<file path="src/rtl/mem_copy8_if.sv">
// Control and memory-bus signals of the mem_copy8 byte copier.
// The copier connects to the slave modport; the environment drives the master side.
interface mem_copy8_if #(
  parameter int DW = 8,
  parameter int AW = 8
);
  logic          start;
  logic [AW-1:0] src;
  logic [AW-1:0] dst;
  logic [7:0]    len;
  logic          busy;
  logic          done;
  logic          mem_en;
  logic          mem_r_w;
  logic [AW-1:0] mem_abus;
  logic [DW-1:0] mem_dbus_out;
  logic [DW-1:0] mem_dbus_in;

  modport slave (
    input  start, src, dst, len, mem_dbus_in,
    output busy, done, mem_en, mem_r_w, mem_abus, mem_dbus_out
  );

  modport master (
    output start, src, dst, len, mem_dbus_in,
    input  busy, done, mem_en, mem_r_w, mem_abus, mem_dbus_out
  );
endinterface

</file>
<file path="src/rtl/mem_copy8.sv">
// Byte-by-byte memory copier: read src+i, capture, write dst+i, three cycles per byte,
// through a registered single-port memory. All outputs come straight from flops.
module mem_copy8 #(
  parameter int DW = 8,
  parameter int AW = 8
) (
  input  logic       clock,
  input  logic       reset,
  mem_copy8_if.slave bus
);

  typedef enum logic [2:0] {
    IDLE,
    RD,
    CAP,
    WR,
    DONE
  } state_t;

  state_t        state_q, state_d;
  logic [AW-1:0] src_q, src_d;
  logic [AW-1:0] dst_q, dst_d;
  logic [7:0]    len_q, len_d;
  logic [7:0]    i_q, i_d;
  logic [7:0]    i_inc;
  logic [DW-1:0] buf_q, buf_d;

  logic          busy_q, busy_d;
  logic          done_q, done_d;
  logic          mem_en_q, mem_en_d;
  logic          mem_r_w_q, mem_r_w_d;
  logic [AW-1:0] mem_abus_q, mem_abus_d;
  logic [DW-1:0] mem_dbus_out_q, mem_dbus_out_d;

  assign i_inc = i_q + 8'd1;

  always_comb begin : next_state
    state_d = state_q;
    src_d   = src_q;
    dst_d   = dst_q;
    len_d   = len_q;
    i_d     = i_q;
    buf_d   = buf_q;
    unique case (state_q)
      IDLE: begin
        if (bus.start) begin
          if (bus.len != 8'd0) begin
            src_d   = bus.src;
            dst_d   = bus.dst;
            len_d   = bus.len;
            i_d     = '0;
            state_d = RD;
          end else begin
            state_d = DONE;
          end
        end
      end
      RD:   state_d = CAP;
      CAP: begin
        buf_d   = bus.mem_dbus_in;
        state_d = WR;
      end
      WR: begin
        // Compare against i+1 before i is committed, so len=255 never wraps i.
        i_d     = i_inc;
        state_d = (i_inc == len_q) ? DONE : RD;
      end
      DONE:    state_d = IDLE;
      default: state_d = IDLE;
    endcase
  end

  // Outputs are decoded from the next state and registered, so each flop shows the
  // value belonging to the state being entered without any input-to-output path.
  always_comb begin : output_decode
    busy_d         = (state_d == RD) || (state_d == CAP) || (state_d == WR);
    done_d         = (state_d == DONE);
    mem_en_d       = (state_d == RD) || (state_d == WR);
    mem_r_w_d      = (state_d != WR);
    mem_abus_d     = mem_abus_q;
    mem_dbus_out_d = mem_dbus_out_q;
    if (state_d == RD) begin
      mem_abus_d = src_d + AW'(i_d);
    end else if (state_d == WR) begin
      mem_abus_d     = dst_d + AW'(i_d);
      mem_dbus_out_d = buf_d;
    end
  end

  always_ff @(posedge clock or negedge reset) begin
    if (!reset) begin
      state_q        <= IDLE;
      src_q          <= '0;
      dst_q          <= '0;
      len_q          <= '0;
      i_q            <= '0;
      buf_q          <= '0;
      busy_q         <= 1'b0;
      done_q         <= 1'b0;
      mem_en_q       <= 1'b0;
      mem_r_w_q      <= 1'b1;
      mem_abus_q     <= '0;
      mem_dbus_out_q <= '0;
    end else begin
      state_q        <= state_d;
      src_q          <= src_d;
      dst_q          <= dst_d;
      len_q          <= len_d;
      i_q            <= i_d;
      buf_q          <= buf_d;
      busy_q         <= busy_d;
      done_q         <= done_d;
      mem_en_q       <= mem_en_d;
      mem_r_w_q      <= mem_r_w_d;
      mem_abus_q     <= mem_abus_d;
      mem_dbus_out_q <= mem_dbus_out_d;
    end
  end

  assign bus.busy         = busy_q;
  assign bus.done         = done_q;
  assign bus.mem_en       = mem_en_q;
  assign bus.mem_r_w      = mem_r_w_q;
  assign bus.mem_abus     = mem_abus_q;
  assign bus.mem_dbus_out = mem_dbus_out_q;

endmodule
</file>
<file path="src/flat_wrapper.sv">
// flat-port wrapper written by rule: the top's interface ports become plain ports
module mem_copy8_flat 
#(
  parameter int DW = 8,
  parameter int AW = 8
)
  (clock, reset, bus_start, bus_src, bus_dst, bus_len, bus_mem_dbus_in, bus_busy, bus_done, bus_mem_en, bus_mem_r_w, bus_mem_abus, bus_mem_dbus_out);
  mem_copy8_if #(.DW(DW), .AW(AW)) bus_i ();
  input  logic clock;
  input  logic reset;
  input wire logic [$bits(bus_i.start)-1:0] bus_start;
  input wire logic [$bits(bus_i.src)-1:0] bus_src;
  input wire logic [$bits(bus_i.dst)-1:0] bus_dst;
  input wire logic [$bits(bus_i.len)-1:0] bus_len;
  input wire logic [$bits(bus_i.mem_dbus_in)-1:0] bus_mem_dbus_in;
  output wire logic [$bits(bus_i.busy)-1:0] bus_busy;
  output wire logic [$bits(bus_i.done)-1:0] bus_done;
  output wire logic [$bits(bus_i.mem_en)-1:0] bus_mem_en;
  output wire logic [$bits(bus_i.mem_r_w)-1:0] bus_mem_r_w;
  output wire logic [$bits(bus_i.mem_abus)-1:0] bus_mem_abus;
  output wire logic [$bits(bus_i.mem_dbus_out)-1:0] bus_mem_dbus_out;
  assign bus_i.start = bus_start;
  assign bus_i.src = bus_src;
  assign bus_i.dst = bus_dst;
  assign bus_i.len = bus_len;
  assign bus_i.mem_dbus_in = bus_mem_dbus_in;
  assign bus_busy = bus_i.busy;
  assign bus_done = bus_i.done;
  assign bus_mem_en = bus_i.mem_en;
  assign bus_mem_r_w = bus_i.mem_r_w;
  assign bus_mem_abus = bus_i.mem_abus;
  assign bus_mem_dbus_out = bus_i.mem_dbus_out;
  mem_copy8 #(.DW(DW), .AW(AW)) u_core (.clock(clock), .reset(reset), .bus(bus_i));
endmodule
</file>
<file path="config.mk">
export PLATFORM = sky130hd
export DESIGN_NAME = mem_copy8_flat
export DESIGN_NICKNAME = d
export VERILOG_FILES = /design/src/rtl/mem_copy8_if.sv /design/src/rtl/mem_copy8.sv /design/src/flat_wrapper.sv
export SDC_FILE = /design/constraint.sdc
export NUM_CORES = 1
export LEC_CHECK = 0
export ABC_AREA = 1
export BUFFER_PORTS_ARGS = -buffer_cell sky130_fd_sc_hd__buf_4
export CORE_ASPECT_RATIO = 2
export CORE_MARGIN = 1.5
export CORE_UTILIZATION = 25
export CTS_BUF_LIST = sky130_fd_sc_hd__clkbuf_8
export CTS_CLUSTER_DIAMETER = 40
export DETAILED_ROUTE_END_ITERATION = 6
export SLEW_MARGIN = 20
export SYNTH_ARGS = -nofsm -noshare
export SYNTH_HDL_FRONTEND = slang
export SYNTH_SLANG_ARGS = --single-unit
</file>
<file path="constraint.sdc">
create_clock -name clock -period 4.2 [get_ports clock]
set_input_delay 0.84 -clock clock [delete_from_list [all_inputs] [get_ports clock]]
set_output_delay 0.84 -clock clock [all_outputs]
set_load 0.005 [all_outputs]
</file>
==> results of run 1 <==
[flip-flops by register name, indices dropped and copies added, names as in the netlist]
register and count:
u_core.bus.mem_r_w 1, u_core.dst_q 8, u_core.bus.mem_dbus_out 8, u_core.i_q 8, u_core.bus.mem_abus 8, u_core.bus.mem_en 1
u_core.src_q 8, u_core.bus.busy 1, u_core.bus.done 1, u_core.len_q 8, u_core.state_q 3
[area by class of cell]
cell class | instances | area share
clock buffer | 5 | 0.0191
inverter | 51 | 0.0531
sequential | 55 | 0.382
timing repair buffer | 62 | 0.129
clock inverter | 3 | 0.00694
multi-input combinational | 250 | 0.361
tap | 142 | 0.0493
[power by group through the flow]
stage          Combinational (uW)  Clock, uW  Sequential (uW)
3_5_place_dp                 1670          0              947
4_1_cts                      1680        325              936
3_3_place_gp                 1660          0              940
6_report                     1660        312              935
5_1_grt                      1900        344              962
2_1_floorplan                1160          0              913
[per-stage QoR]
stage                     worst slack [ns]   util  hold slack [ns]
final                                0.364  0.318            0.486
after global routing                0.0690  0.318            0.515
after CTS                            0.336  0.318            0.489
after detailed placement          -0.00129  0.309            0.460
after global placement              0.0284  0.309            0.462
after floorplan                      0.748      -            0.445
[kinds of logic (layout without fill, tap and decap cells)]
| group | Yosys count | in the layout | synth area share |
|---|---|---|---|
| simple gates | 190 | 190 | 0.291 |
| buf+inv | 59 | 121 | 0.0831 |
| flops | 55 | 55 | 0.472 |
| compound gates | 43 | 43 | 0.0887 |
| fa+ha+maj | 9 | 9 | 0.0411 |
| xor+xnor | 7 | 7 | 0.0210 |
| mux | 1 | 1 | 0.00343 |
[cells in the final DEF, fill, tap and decap left out, types with 7 or more instances in the layout]
cell type,synthesis,final
buf_4,0,62
dfrtp_1,54,54
ha_1,8,8
inv_1,46,46
nand2_1,121,121
nand3_1,28,28
nor2_1,9,9
o21ai_0,16,16
o21ai_1,7,7
o21ai_2,8,8
[critical path: cells and delay by family]
kind	cells	cell delay, ns
buffers and inverters	6	0.57
adder cells (fa/ha/maj)	1	0.31
AND/OR/NAND/NOR	9	1.43
AO/OA/AOI/OAI	4	0.91
[how the worst min path moves through the flow]
stage | from | endpoint | slack (ns) | cells after the start
floorplan | u_core.dst_q[3] | u_core.dst_q[3] | 0.44 | 2
global placement | u_core.bus.mem_dbus_out[0] | u_core.bus.mem_dbus_out[0] | 0.46 | 2
detailed placement | u_core.bus.mem_dbus_out[6] | u_core.bus.mem_dbus_out[6] | 0.46 | 2
CTS | u_core.bus.mem_dbus_out[6] | u_core.bus.mem_dbus_out[6] | 0.49 | 2
global route | u_core.bus.mem_dbus_out[6] | u_core.bus.mem_dbus_out[6] | 0.52 | 2
finish | u_core.bus.mem_dbus_out[6] | u_core.bus.mem_dbus_out[6] | 0.49 | 2
[per-layer routing]
| metal | wire length [um] | GRT usage | vias up |
|---|---|---|---|
| met5 | 0 | 0 | - |
| met4 | 367 | 0.0819 | 0 |
| met3 | 203 | 0.0164 | 22 |
| met2 | 4690 | 0.266 | 59 |
| met1 | 2560 | 0.120 | 1229 |
| li1 | - | - | 1275 |
==> results.py, run 1 <==
metrics = {
    "detailed_routing": {
        "drc": 0,
        "via_per_inst": 4.55,
        "vias": 2585,
        "wl_per_cell_um": 13.8,
        "wl_um": 7820,
        "drt-pass1-iter-count": 6,
        "drt_iter0_drc": 158,
        "ant_nets": 0,
    },
    "critical_path": {
        "ff2ff_setup_slack_ns": 0.52,
        "max_stage_delay_ns": 0.70,
        "cp-end-kind": "register",
        "r2r_cells": 18,
        "cp-start-kind": "primary input",
        "critPathKind": "primary input to register",
        "worstPathMaxFanout": 15,
        "crit_required_ns": 4.42,
        "crit_chain": "buf_4 > inv_1 > nor4_1 > o21ai_2 > inv_2 > buf_4 > nand2_1 > and2_1 > o21ai_2 > ha_1 > a21oi_1 > nand2_1 > a31oi_1 > inv_1 > nand2_1 > nand2_1 > inv_1 > nand3_1 > nand3_1 > nand2_1",
        "r2r-start": "u_core.state_q[1]",
        "crit_start": "bus_start",
        "crit_end": "u_core.bus.mem_abus[7]",
        "cp.arrival_ns": 4.06,
        "cp_slowest_cell": "nor4_1",
        "cpMostUsedCell": "nand2_1",
        "regToRegEndpoint": "u_core.bus.mem_abus[7]",
    },
    "cells_and_area": {
        "fillers": 1226,
        "drive_gt1_frac": 0.237,
        "multi_input_area_um2": 1300,
        "finalNonFillerCells": 568,
        "nets": 469,
        "design_area_um2": 3610,
        "antenna_cells": 0,
        "register_area_um2": 1380,
        "syn_to_final_growth_pct": 23.5,
    },
    "pwr": {
        "p_seq_frac": 0.322,
        "leakage_uw": 0.00188,
        "switching_share": 0.464,
        "power.switching_uw": 1350,
        "pwr_density_cell_nw_per_um2": 805,
        "p_int_uw": 1560,
        "peakVddDrop_v": 0.000305,
        "p_total_uw": 2900,
        "combPwrFrac": 0.571,
        "pwr-share-clk": 0.107,
    },
    "place": {
        "routabilityCongestion": 0.955,
        "place_area_um2": 3510,
        "dp_cells": 560,
        "portBuffers": 54,
        "dp_hpwl_um": 6250,
    },
    "sta": {
        "grt_setup_unrepaired": "no",
        "post-route-period-util": 0.913,
        "worst_pin_slew_ns": 0.853,
        "setup_violations": 0,
        "slew_headroom": 0.426,
        "final-hold-violation-count": 0,
        "skew_ns": 0.0195,
        "max_freq_ghz": 0.261,
        "finalCriticalPeriod_ns": 3.84,
        "drv_slew": 0,
        "fin_setup_tns_ns": 0,
    },
    "floorplan": {
        "io_pins": 55,
        "initial_utilization": 0.257,
        "die_area_um2": 12400,
        "rows": 55,
        "core_area_um2": 11400,
        "die_w_um": 79.4,
        "die_h_um": 156,
    },
    "clock_network": {
        "insertion_delay_ns": 0.32,
        "ctsHoldBuffers": 0,
        "clkTransAtPathRegs_ns": 0.12,
        "cts.sinks": 55,
        "cts.htree.levels": 2,
        "post-cts-setup-buffers": 0,
        "cts_tree": "built",
        "ctsLongestPathBuffers": 2,
        "cts_buffers": 5,
        "cts_root_buf": "clkbuf_8",
        "cts_resized": 0,
    },
    "logic_synthesis": {
        "yosysMostFrequentCell": "nand2_1",
        "synth_edf_count": 0,
        "syn_inst": 364,
        "ys_top_cells_by_area": "dfrtp_1 46%, nand2_1 16%, inv_1 5.9%, nand3_1 4.8%, ha_1 3.4%",
        "post-synth-top-area-cell": "dfrtp_1",
        "yosysWarnings": 0,
        "synth.distinct_cells": 37,
        "avgSynthCellArea_um2": 8.03,
        "ys_top_cells_by_count": "121 x nand2_1, 54 x dfrtp_1, 46 x inv_1, 28 x nand3_1, 16 x o21ai_0",
        "yosysSeqAreaShare": 0.472,
        "async_flop_share": 1.00,
        "synth_nets": 408,
        "synth_ff_type": "dfrtp_1",
        "synth_top_area_share": 0.463,
        "ys_ff_latch": 55,
        "syn_area_um2": 2920,
    },
    "global_routing": {
        "track_usage": 0.134,
        "grt_first_pass_wirelength_um": 12500,
        "gr-total-overflow": 0,
        "grt_pass1_vias": 2597,
        "grt_max_degree": 56,
        "antenna_found_initial": 0,
    },
    "run_status": {
        "status": "finished clean",
    },
    "min_path": {
        "hp-class": "register to register",
    },
    "flow_run": {
        "max_cap_viol_count": 0,
    },
}
Power figures use the tool's default switching activity.
==> run 2: changes to the inputs <==
--- a/config.mk
+++ b/config.mk
@@ -13,6 +13,7 @@
 export CTS_BUF_LIST = sky130_fd_sc_hd__clkbuf_8
 export CTS_CLUSTER_DIAMETER = 40
 export DETAILED_ROUTE_END_ITERATION = 6
+export RECOVER_POWER = 100
 export SLEW_MARGIN = 20
 export SYNTH_ARGS = -nofsm -noshare
 export SYNTH_HDL_FRONTEND = slang
==> run 2 against run 1 <==
The run now ends with max-capacitance violations, max-slew violations left. Fmax shrank 0.25%. Sequential power is essentially flat. Global-route usage stayed put. Sequential share of layout area rose by 0.32 points. Wire length about the same. Clock-buffer cell count stayed put. First-iteration DRC count down 15%. Core utilization is 0.26 points lower. Via count shrank 1.5%. Worst hold slack got worse by 0.0028 ns. Sequential cell count did not move. Design area down 0.83%. Highest routed layer unchanged.
==> results.py, run 2 (synthesis gave the netlist of run 1 again) <==
metrics = {
    "run_status": {
        "status": "finished, violations left",
        "violations": "max-capacitance violations, max-slew violations",
    },
    "critical_path": {
        "worstPathMaxFanout": 15,
        "crit_required_ns": 4.42,
        "crit_cells": 20,
        "cp.arrival_ns": 4.07,
        "critical-path-top-delay-family": "simple AND/OR/NAND/NOR gates",
        "crit_chain": "buf_4 > inv_1 > nor4_1 > o21ai_2 > inv_2 > buf_4 > nand2_1 > and2_0 > o21ai_2 > ha_1 > a21oi_1 > nand2_1 > a31oi_1 > inv_1 > nand2_1 > nand2_1 > inv_1 > nand3_1 > nand3_1 > nand2_1",
        "cp-start-kind": "primary input",
        "cpMostUsedCell": "nand2_1",
        "critPathBufInv": 6,
        "critPathKind": "primary input to register",
        "max_stage_delay_ns": 0.69,
        "cp_slowest_cell": "nor4_1",
        "r2r_cells": 18,
        "cp-end-kind": "register",
    },
    "clock_network": {
        "ctsHoldBuffers": 0,
        "cts_buffers": 5,
        "post-cts-setup-buffers": 0,
        "clkTransAtPathRegs_ns": 0.12,
        "insertion_delay_ns": 0.32,
        "cts_tree": "built",
        "ctsLongestPathBuffers": 2,
        "cts_resized": 0,
        "cts.htree.levels": 2,
        "cts_root_buf": "clkbuf_8",
        "cts.sinks": 55,
    },
    "floorplan": {
        "initial_utilization": 0.257,
        "die_area_um2": 12400,
        "io_pins": 55,
        "core_area_um2": 11400,
        "rows": 55,
        "die_w_um": 79.4,
        "die_h_um": 156,
    },
    "place": {
        "dp_cells": 560,
        "place_ws_ns": -0.00129,
        "routabilityCongestion": 0.955,
        "dp_hpwl_um": 6250,
        "portBuffers": 54,
    },
    "cells_and_area": {
        "fin_util": 0.315,
        "multi_input_area_um2": 1300,
        "nets": 469,
        "antenna_cells": 0,
        "register_area_um2": 1380,
        "layout_commonest_cell": "nand2_1",
        "drive_gt1_frac": 0.216,
        "finalNonFillerCells": 568,
        "syn_to_final_growth_pct": 22.4,
        "layout_common_cells": "121 x nand2_1, 54 x dfrtp_1, 47 x inv_1",
        "fillers": 1237,
    },
    "detailed_routing": {
        "vias": 2547,
        "wl_um": 7820,
        "drt-pass1-iter-count": 6,
        "drt_iter0_drc": 135,
        "drc": 0,
        "ant_nets": 0,
        "via_per_inst": 4.48,
        "wl_per_cell_um": 13.8,
    },
    "flow_run": {
        "max_cap_viol_count": 1,
    },
    "global_routing": {
        "antenna_found_initial": 0,
        "grt_max_degree": 56,
        "grt_pass1_vias": 2597,
        "grt_first_pass_wirelength_um": 12500,
        "gr-total-overflow": 0,
        "track_usage": 0.134,
    },
    "min_path": {
        "whs_path_depth": 2,
        "hp-class": "register to register",
    },
    "sta": {
        "slew_headroom": -1.02,
        "grt_setup_unrepaired": "no",
        "max_freq_ghz": 0.260,
        "drv_slew": 56,
        "worst_pin_slew_ns": 3.03,
        "post-route-period-util": 0.916,
        "setup_violations": 0,
        "finalCriticalPeriod_ns": 3.85,
        "fin_ws_ns": 0.354,
        "final-hold-violation-count": 0,
        "skew_ns": 0.0195,
        "hold_ws_ns": 0.483,
    },
    "pwr": {
        "peakVddDrop_v": 0.000303,
        "p_total_uw": 2850,
        "pwr_density_cell_nw_per_um2": 797,
        "leakage_uw": 0.00184,
    },
}
## run 2: changes by cell type in the layout (fill, tap and decap cells not counted), sizes merged
cell / before / now
buf: 62 / 36
clkbuf: 5 / 31
## run 2: metrics by stage
step | TNS (ns) | cell area [um2]
6_report | 0 | 3580
5_1_grt | 0 | 3580
4_1_cts | 0 | 3610
3_5_place_dp | -0.00129 | 3510
3_3_place_gp | 0 | 3510
2_1_floorplan | 0 | 2920
## run 2: final cells by class
cell class              count  area share
multi-input cells         250       0.364
well taps                 142      0.0497
clock buffers               5      0.0192
inverters                  51      0.0535
repair buffers             62       0.122
clock inverters             3     0.00700
flip-flops and latches     55       0.385
## run 2: per-layer routing
metal | routed length [um] | vias to the layer above | global-route usage
li1 | - | 1276 | -
met1 | 2570 | 1200 | 0.120
met2 | 4690 | 49 | 0.266
met3 | 185 | 22 | 0.0164
met4 | 368 | 0 | 0.0819
met5 | 0 | - | 0
## run 2: worst min-delay path: cells and delay by family (launching register included)
family,cells,cell delay (ns)
and+or+nand+nor,2,0.10
DFF,1,0.36
## run 2: worst paths after layout
check | from | end | slack, ns
max in group asynchronous | reset | u_core.bus.mem_abus[2] | 0.98
worst max-delay path | bus_start | u_core.bus.mem_abus[7] | 0.35
min in group asynchronous | reset | u_core.len_q[5] | 1.49
worst min register to register | u_core.bus.mem_dbus_out[6] | u_core.bus.mem_dbus_out[6] | 0.48
worst min-delay path | u_core.bus.mem_dbus_out[6] | u_core.bus.mem_dbus_out[6] | 0.48
worst max register to register | u_core.state_q[1] | u_core.bus.mem_abus[7] | 0.51
## run 2: power by group
group	internal (uW)	switching (uW)	total (uW)	leakage, uW
sequential	783	149	932	0.000685
clock	120	191	311	0.0000443
combinational	614	995	1610	0.00112
total	1520	1340	2850	0.00184
==> run 3: changes to the inputs <==
==> constraint.sdc (replaced) <==
create_clock -name clock -period 4.2 [get_ports clock]
set_input_delay 0.84 -clock clock [delete_from_list [all_inputs] [get_ports clock]]
set_output_delay 0.84 -clock clock [all_outputs]
set_load 0.1 [all_outputs]
==> run 3 against run 2 <==
The run still ends with max-capacitance violations, max-slew violations left. Critical path depth unchanged. Die area stayed put. Wire length grew 0.35%. Worst setup slack is essentially flat. Fmax is essentially flat. First-iteration DRC count shrank 2.2%. Cell count did not move. Critical path type unchanged.
==> results.py, run 3 (synthesis gave the netlist of run 1 again) <==
metrics = {
    "critical_path": {
        "crit_start": "bus_start",
        "regToRegEndpoint": "u_core.bus.mem_abus[7]",
        "max_stage_delay_ns": 0.69,
        "cp-start-kind": "primary input",
        "critical-path-top-delay-family": "simple AND/OR/NAND/NOR gates",
        "cp_slowest_cell": "nor4_1",
        "crit_chain": "buf_4 > inv_1 > nor4_1 > o21ai_2 > inv_2 > buf_4 > nand2_1 > and2_0 > o21ai_2 > ha_1 > a21oi_1 > nand2_1 > a31oi_1 > inv_1 > nand2_1 > nand2_1 > inv_1 > nand3_1 > nand3_1 > nand2_1",
        "cp.arrival_ns": 4.07,
        "crit_end": "u_core.bus.mem_abus[7]",
        "r2r-start": "u_core.state_q[1]",
        "critPathBufInv": 6,
        "cp-end-kind": "register",
        "crit_required_ns": 4.42,
        "r2r_cells": 18,
        "cpMostUsedCell": "nand2_1",
        "ff2ff_setup_slack_ns": 0.51,
        "worstPathMaxFanout": 15,
        "critPathKind": "primary input to register",
        "crit_cells": 20,
    },
    "global_routing": {
        "gr-total-overflow": 0,
        "track_usage": 0.134,
        "grt_pass1_vias": 2597,
        "grt_first_pass_wirelength_um": 12500,
        "antenna_found_initial": 0,
        "grt_max_degree": 56,
    },
    "detailed_routing": {
        "drt-pass1-iter-count": 6,
        "wl_per_cell_um": 13.8,
        "drc": 0,
        "ant_nets": 0,
        "wl_um": 7840,
        "vias": 2553,
        "via_per_inst": 4.49,
        "drt_iter0_drc": 132,
    },
    "floorplan": {
        "initial_utilization": 0.257,
        "die_w_um": 79.4,
        "io_pins": 55,
        "die_h_um": 156,
        "core_area_um2": 11400,
        "rows": 55,
        "die_area_um2": 12400,
    },
    "sta": {
        "max_freq_ghz": 0.260,
        "slew_headroom": -1.02,
        "worst_pin_slew_ns": 3.03,
        "skew_ns": 0.0195,
        "drv_slew": 56,
        "post-route-period-util": 0.916,
        "hold_ws_ns": 0.483,
        "setup_violations": 0,
        "grt_setup_unrepaired": "no",
        "final-hold-violation-count": 0,
        "finalCriticalPeriod_ns": 3.85,
    },
    "run_status": {
        "status": "finished, violations left",
        "violations": "max-capacitance violations, max-slew violations",
    },
    "place": {
        "dp_hpwl_um": 6250,
        "routabilityCongestion": 0.955,
        "portBuffers": 54,
    },
    "clock_network": {
        "ctsHoldBuffers": 0,
        "ctsLongestPathBuffers": 2,
        "post-cts-setup-buffers": 0,
        "cts_root_buf": "clkbuf_8",
        "cts.sinks": 55,
        "insertion_delay_ns": 0.32,
        "cts.htree.levels": 2,
        "cts_buffers": 5,
        "clkTransAtPathRegs_ns": 0.12,
        "cts_resized": 0,
        "cts_tree": "built",
    },
    "cells_and_area": {
        "multi_input_area_um2": 1300,
        "drive_gt1_frac": 0.174,
        "register_area_um2": 1380,
        "layout_commonest_cell": "nand2_1",
        "antenna_cells": 0,
        "layout_common_cells": "121 x nand2_1, 54 x dfrtp_1, 47 x inv_1",
        "syn_to_final_growth_pct": 20.1,
        "fillers": 1243,
        "nets": 469,
    },
    "min_path": {
        "hp-class": "register to register",
        "hold_path_startpoint": "u_core.bus.mem_dbus_out[6]",
    },
    "flow_run": {
        "max_cap_viol_count": 1,
    },
}
run 3: metal layers:
| metal | GRT usage | vias to the layer above | part of all wire |
|---|---|---|---|
| li1 | - | 1276 | - |
| met1 | 0.120 | 1204 | 0.33 |
| met2 | 0.266 | 51 | 0.60 |
| met3 | 0.0164 | 22 | 0.024 |
| met4 | 0.0819 | 0 | 0.047 |
| met5 | 0 | - | 0 |
run 3: layout make-up:
type / count / share of cell area
multi-input combinational: 250 / 0.371
clock inverter: 3 / 0.00713
inverter: 51 / 0.0545
sequential: 55 / 0.393
tap: 142 / 0.0506
timing repair buffer: 62 / 0.105
clock buffer: 5 / 0.0196
run 3: how the worst min path moves through the flow:
stage / endpoint / depth (start not counted)
2_1_floorplan: u_core.dst_q[3] / 2
3_3_place_gp: u_core.bus.mem_dbus_out[0] / 2
3_5_place_dp: u_core.bus.mem_dbus_out[6] / 2
4_1_cts: u_core.bus.mem_dbus_out[6] / 2
5_1_grt: u_core.bus.mem_dbus_out[6] / 2
6_report: u_core.bus.mem_dbus_out[6] / 2
run 3: worst register-to-register path, stage by stage, from the launching register on:
cell     delay (ns)
dfrtp_1        0.42
nor4_1         0.75
o21ai_2        0.28
inv_2          0.12
buf_4          0.21
nand2_1        0.06
and2_0         0.18
o21ai_2        0.15
ha_1           0.31
a21oi_1        0.25
nand2_1        0.14
a31oi_1        0.23
inv_1          0.07
nand2_1        0.06
nand2_1        0.06
inv_1          0.06
nand3_1        0.07
nand3_1        0.11
nand2_1        0.07
run 3: through the flow:
| stage | setup slack (ns) | std cells | utilization | area [um2] | TNS, ns |
|---|---|---|---|---|---|
| detailed placement | -0.00129 | 560 | 0.309 | 3510 | -0.00129 |
| finish | 0.354 | 568 | 0.309 | 3510 | 0 |
| floorplan | 0.748 | 364 | - | 2920 | 0 |
| global route | 0.0477 | 568 | 0.309 | 3510 | 0 |
| CTS | 0.336 | 568 | 0.318 | 3610 | 0 |
| global placement | 0.0284 | 560 | 0.309 | 3510 | 0 |
Power of run 3 is not shown: default switching activity piles up to over one toggle a cycle in this logic, so the estimate is an artifact.
